### config.mk
export PLATFORM = sky130hd
export DESIGN_NAME = display_scan_mux
export DESIGN_NICKNAME = d
export VERILOG_FILES = /design/src/rtl/display_pkg.sv /design/src/rtl/display_scan_mux_slot_timer.sv /design/src/rtl/display_scan_mux.sv
export SDC_FILE = /design/constraint.sdc
export NUM_CORES = 1
export LEC_CHECK = 0
export CORE_MARGIN = 2
export CORE_UTILIZATION = 52
export DETAILED_ROUTE_END_ITERATION = 8
export PLACE_DENSITY_LB_ADDON = 0.3
export SLEW_MARGIN = 0
export SYNTH_ARGS = -nofsm -noshare
export SYNTH_HDL_FRONTEND = slang
export SYNTH_SLANG_ARGS = --single-unit
### constraint.sdc
create_clock -name clk -period 5.7 [get_ports clk]
set_input_delay 1.14 -clock clk [delete_from_list [all_inputs] [get_ports clk]]
set_output_delay 1.14 -clock clk [all_outputs]
set_load 0.03 [all_outputs]
### src/rtl/display_pkg.sv
// Shared types and constants for the seven-segment scan multiplexer.
package display_pkg;
    localparam int DIGIT_W = 3;
    localparam logic [31:0] ANODE_OFF = '1;

    typedef enum logic {BLANK, SHOW} scan_state_t;

    // Minimum 1 so single-valued counters still get a real bit.
    function automatic int clog2(input int value);
        int r;
        r = 0;
        for (int v = value - 1; v > 0; v = v >> 1) r++;
        return (r < 1) ? 1 : r;
    endfunction
endpackage

### src/rtl/display_scan_mux_slot_timer.sv
// Per-slot cycle counter: runs 0..PRESCALE-1 and flags the wrap and guard interval.
module slot_timer
    import display_pkg::*;
#(
    parameter int PRESCALE     = 50000,
    parameter int BLANK_CYCLES = 1000
) (
    input  logic                       clk,
    input  logic                       rst,
    output logic [clog2(PRESCALE)-1:0] cnt,
    output logic                       slot_wrap,
    output logic                       in_blank
);
    localparam int CNT_W = clog2(PRESCALE);

    assign slot_wrap = (cnt == CNT_W'(PRESCALE - 1));
    assign in_blank  = (cnt < CNT_W'(BLANK_CYCLES));

    always_ff @(posedge clk or posedge rst) begin
        if (rst) begin
            cnt <= '0;
        end else if (slot_wrap) begin
            cnt <= '0;
        end else begin
            cnt <= cnt + CNT_W'(1);
        end
    end
endmodule

### src/rtl/display_scan_mux.sv
// Double-buffered frame store time-multiplexed onto one digit bus with
// active-low anode selects and an anode-off guard at the start of each slot.
//
// state | meaning
// BLANK | guard interval, all anodes off while the decoder settles
// SHOW  | current slot's anode driven from digit_en
module display_scan_mux
    import display_pkg::*;
#(
    parameter int DATA_WIDTH   = DIGIT_W,
    parameter int NUM_DIGITS   = 4,
    parameter int PRESCALE     = 50000,
    parameter int BLANK_CYCLES = 1000
) (
    input  logic                             clk,
    input  logic                             rst,
    input  logic                             load_valid,
    output logic                             load_ready,
    input  logic [NUM_DIGITS*DATA_WIDTH-1:0] load_data,
    input  logic [NUM_DIGITS-1:0]            digit_en,
    output logic [DATA_WIDTH-1:0]            digit_code,
    output logic [NUM_DIGITS-1:0]            anode_n,
    output logic [clog2(NUM_DIGITS)-1:0]     digit_sel,
    output logic                             frame_done
);
    localparam int SEL_W   = clog2(NUM_DIGITS);
    localparam int CNT_W   = clog2(PRESCALE);
    localparam int FRAME_W = NUM_DIGITS * DATA_WIDTH;
    localparam logic [NUM_DIGITS-1:0] ALL_OFF = ANODE_OFF[NUM_DIGITS-1:0];

    logic [CNT_W-1:0]      cnt;
    logic                  slot_wrap;
    logic                  in_blank;
    scan_state_t           state;
    logic [FRAME_W-1:0]    active_frame;
    logic [FRAME_W-1:0]    pending_frame;
    logic                  pending_valid;
    logic                  sel_last;
    logic [SEL_W-1:0]      sel_next;
    logic                  frame_end;
    logic                  swap;
    logic                  accept;
    logic                  blank_end;
    logic [NUM_DIGITS-1:0] show_anode;
    logic [DATA_WIDTH-1:0] next_code;

    slot_timer #(
        .PRESCALE     (PRESCALE),
        .BLANK_CYCLES (BLANK_CYCLES)
    ) u_slot_timer (
        .clk       (clk),
        .rst       (rst),
        .cnt       (cnt),
        .slot_wrap (slot_wrap),
        .in_blank  (in_blank)
    );

    assign load_ready = ~pending_valid;
    assign sel_last   = (digit_sel == SEL_W'(NUM_DIGITS - 1));
    assign sel_next   = sel_last ? '0 : digit_sel + SEL_W'(1);
    assign frame_end  = slot_wrap && sel_last;
    assign swap       = frame_end && pending_valid;
    assign accept     = load_valid && load_ready;
    assign blank_end  = in_blank && (cnt == CNT_W'(BLANK_CYCLES - 1));

    // The code register loads at the slot wrap, so slot 0 of a new frame must
    // read straight from the pending buffer being swapped in on that same edge.
    always_comb begin
        show_anode = ALL_OFF;
        show_anode[digit_sel] = ~digit_en[digit_sel];
        if (swap) begin
            next_code = pending_frame[DATA_WIDTH-1:0];
        end else begin
            next_code = active_frame[int'(sel_next)*DATA_WIDTH +: DATA_WIDTH];
        end
    end

    always_ff @(posedge clk or posedge rst) begin
        if (rst) begin
            state         <= BLANK;
            digit_sel     <= '0;
            anode_n       <= ALL_OFF;
            digit_code    <= '0;
            frame_done    <= 1'b0;
            active_frame  <= '0;
            pending_frame <= '0;
            pending_valid <= 1'b0;
        end else begin
            frame_done <= (cnt == CNT_W'(PRESCALE - 2)) && sel_last;

            // accept and swap are exclusive: accept needs an empty pending slot
            if (accept) begin
                pending_frame <= load_data;
                pending_valid <= 1'b1;
            end else if (swap) begin
                pending_valid <= 1'b0;
            end
            if (swap) begin
                active_frame <= pending_frame;
            end

            case (state)
                BLANK: begin
                    anode_n <= ALL_OFF;
                    if (blank_end) begin
                        state   <= SHOW;
                        anode_n <= show_anode;
                    end
                end
                SHOW: begin
                    if (slot_wrap) begin
                        state   <= BLANK;
                        anode_n <= ALL_OFF;
                    end else begin
                        anode_n <= show_anode;
                    end
                end
                default: begin
                    state   <= BLANK;
                    anode_n <= ALL_OFF;
                end
            endcase

            if (slot_wrap) begin
                digit_sel  <= sel_next;
                digit_code <= next_code;
            end
        end
    end
endmodule

==> impl_metrics.sql <==
INSERT INTO impl_metrics (metric_group, metric, value, unit) VALUES
('status', 'status', 'completed', ''),
('timing', 'setup_viol', '0', ''),
('final_layout', 'drive_above_1_share', '0.229', ''),
('critical_path', 'rr_endpoint', 'active_frame[11]$_DFFE_PP0P_', ''),
('min_path', 'hold_path.class', 'flip-flop to flip-flop', ''),
('power_and_ir_drop', 'seqPwrFrac', '0.604', ''),
('timing', 'clock-skew-final', '0.00855', 'ns'),
('global_routing', 'number_of_global_route_vias_before_repair', '1588', ''),
('power_and_ir_drop', 'power_switching_share', '0.237', ''),
('place', 'placedInstanceArea', '2680', 'um2'),
('clocking', 'post-cts-setup-buffer-count', '0', ''),
('power_and_ir_drop', 'comb_power_share', '0.048', ''),
('timing', 'slew_headroom', '0.299', ''),
('logic_synthesis', 'asyncSetResetFlopFracSynth', '1.00', ''),
('detailed_routing', 'drc', '0', ''),
('logic_synthesis', 'yosys.area.top_type', 'sky130_fd_sc_hd__dfrtp_1', ''),
('critical_path', 'end_kind', 'output port', ''),
('logic_synthesis', 'yosys_register_bits', '52', ''),
('timing', 'final_min_period_over_clock_period', '0.471', ''),
('floorplan', 'die_area', '5140', 'um2'),
('final_layout', 'stdcell_area', '2780', 'um2'),
('critical_path', 'critPathSlowestCell', 'sky130_fd_sc_hd__clkdlybuf4s50_1', ''),
('power_and_ir_drop', 'p_switching', '0.000152', 'W'),
('detailed_routing', 'drtPass1Iterations', '4', ''),
('global_routing', 'antenna_violations_before_repair', '0', ''),
('critical_path', 'critPathBufInv', '2', ''),
('critical_path', 'critical_path_class', 'flip-flop to output port', ''),
('global_routing', 'globalRoute.totalOverflow', '0', ''),
('power_and_ir_drop', 'irDropWorstVdd', '0.174', 'mV'),
('clocking', 'worstSkewPairLatency', '0.31', 'ns'),
('floorplan', 'num_rows', '24', ''),
('logic_synthesis', 'synth_top_flop_cell', 'sky130_fd_sc_hd__dfrtp_1', ''),
('critical_path', 'ff2ff_path_depth', '5', ''),
('detailed_routing', 'viasPerCell', '5.80', ''),
('critical_path', 'worst_setup_path_start_kind', 'flip-flop', ''),
('min_path', 'holdPathStages', '1', ''),
('detailed_routing', 'vias', '1520', ''),
('floorplan', 'initial_utilization', '0.543', ''),
('clocking', 'cts_inserted_buffers', '5', ''),
('critical_path', 'crit_fanout', '7', ''),
('critical_path', 'critical-path-top-delay-family', 'buffers and inverters', ''),
('logic_synthesis', 'ys_top_cells_by_count', '48 x sky130_fd_sc_hd__dfrtp_1, 17 x sky130_fd_sc_hd__mux2_2, 15 x sky130_fd_sc_hd__nor2_1', ''),
('logic_synthesis', 'syn_nets', '204', ''),
('detailed_routing', 'first_iter_violations', '93', ''),
('floorplan', 'io_pins', '30', ''),
('final_layout', 'diodes', '0', ''),
('detailed_routing', 'wl_per_cell', '17.0', 'um'),
('logic_synthesis', 'synthesis.yosys.warnings', '0', ''),
('critical_path', 'cpPeakStageDelay', '0.66', 'ns'),
('detailed_routing', 'wl', '4440', 'um'),
('logic_synthesis', 'post_synth_instance_area', '2380', 'um2'),
('logic_synthesis', 'synth.most_common_cell', 'sky130_fd_sc_hd__dfrtp_1', ''),
('clocking', 'tritoncts', 'done', ''),
('timing', 'worst_pin_slew', '1.05', 'ns'),
('min_path', 'hold_path_end', 'active_frame[9]$_DFFE_PP0P_', ''),
('final_layout', 'fin_util', '0.633', ''),
('critical_path', 'timing.critical_path.arrival', '1.54', 'ns'),
('clocking', 'post_cts_resized', '0', ''),
('clocking', 'postCtsHoldBufs', '0', ''),
('floorplan', 'die_h', '71.7', 'um'),
('floorplan', 'core-area', '4380', 'um2'),
('power_and_ir_drop', 'power.clock.fraction', '0.348', ''),
('timing', 'period_minus_slack', '2.68', 'ns'),
('logic_synthesis', 'synth_largest_type_area_fraction', '0.504', ''),
('final_layout', 'finalNetCount', '234', ''),
('logic_synthesis', 'synth.yosys.seq_area_share', '0.548', ''),
('timing', 'totalNegativeSetupSlack', '0', 'ns'),
('clocking', 'path_clk_slew', '0.10', 'ns'),
('critical_path', 'setup.reg_to_reg.worst_slack', '3.53', 'ns'),
('critical_path', 'regToRegStartpoint', 'u_slot_timer.cnt[0]$_DFF_PP0_', ''),
('logic_synthesis', 'synth_enable_flop_cells', '0', '');
-- worst max-delay path by stage --
stage	start	to	slack (ns)	cells past startpoint
floorplan	rst	active_frame[0]$_DFFE_PP0P_	3.31	1
global placement	load_valid	pending_frame[3]$_DFFE_PP0P_	2.82	3
detailed placement	load_valid	pending_frame[6]$_DFFE_PP0P_	2.71	3
CTS	digit_sel[0]$_DFFE_PP0N_	digit_sel[0]	3.02	1
global route	pending_valid$_DFFE_PP0P_	load_ready	2.95	2
finish	pending_valid$_DFFE_PP0P_	load_ready	3.02	2
-- cell usage in the layout (no fill, tap or decap), drive strengths merged, types with 4 or more instances in the layout --
cell type	n
clkbuf	5
ha	6
mux2	26
clkdlybuf4s50	29
nor2	15
dfrtp	48
inv	7
nand2	12
nand3	9
mux4	4
nand4	7
and4	4
dfstp	4
xor2	9
-- layout make-up --
type	instances	area, um2
Inverter	5	18.8
Multi-Input combinational cell	116	1000
Tap cell	52	65.1
Clock buffer	5	68.8
Sequential cell	52	1310
Clock inverter	3	25.0
Fill cell	309	1610
Timing Repair Buffer	29	290
-- kinds of logic (layout without fill, tap and decap cells) --
group | Yosys count | in the layout | synth area share
AND/OR/NAND/NOR | 57 | 57 | 0.137
flip-flops | 52 | 52 | 0.548
multiplexers | 30 | 30 | 0.175
XOR/XNOR | 12 | 12 | 0.0441
AO/OA/AOI/OAI | 11 | 11 | 0.0331
buffers and inverters | 11 | 42 | 0.0310
adder cells (fa/ha/maj) | 6 | 6 | 0.0315
-- flip-flops by register name, summed over array words and instances (netlist names) --
register / cells
digit_code: 3
digit_sel: 2
pending_frame: 12
active_frame: 12
anode_n: 4
frame_done: 1
state: 1
u_slot_timer.cnt: 16
pending_valid: 1
-- through the flow --
| stage | hold slack, ns | power, W | std cells | worst slack, ns |
|---|---|---|---|---|
| 2_1_floorplan | 0.474 | 0.000407 | 179 | 3.31 |
| 3_3_place_gp | 0.487 | 0.000423 | 254 | 2.82 |
| 3_5_place_dp | 0.496 | 0.000426 | 254 | 2.71 |
| 4_1_cts | 0.523 | 0.000644 | 262 | 3.02 |
| 5_1_grt | 0.541 | 0.000665 | 262 | 2.95 |
| 6_report | 0.519 | 0.000641 | 262 | 3.02 |
-- power by group through the flow --
| stage | Clock [W] | Combinational, W | Sequential [W] |
|---|---|---|---|
| 2_1_floorplan | 0 | 0.0000161 | 0.000391 |
| 3_3_place_gp | 0 | 0.0000299 | 0.000393 |
| 3_5_place_dp | 0 | 0.0000316 | 0.000394 |
| 4_1_cts | 0.000226 | 0.0000317 | 0.000387 |
| 5_1_grt | 0.000242 | 0.0000344 | 0.000388 |
| 6_report | 0.000223 | 0.0000307 | 0.000387 |
-- layer usage --
| layer | vias to the layer above | share of wire | global-route usage |
|---|---|---|---|
| met5 | - | 0 | 0 |
| met3 | 9 | 0.036 | 0.0436 |
| met2 | 47 | 0.53 | 0.322 |
| met1 | 767 | 0.42 | 0.244 |
| li1 | 697 | - | - |
| met4 | 0 | 0.018 | 0.0839 |
Note: power is estimated with default switching activity, not from simulation.
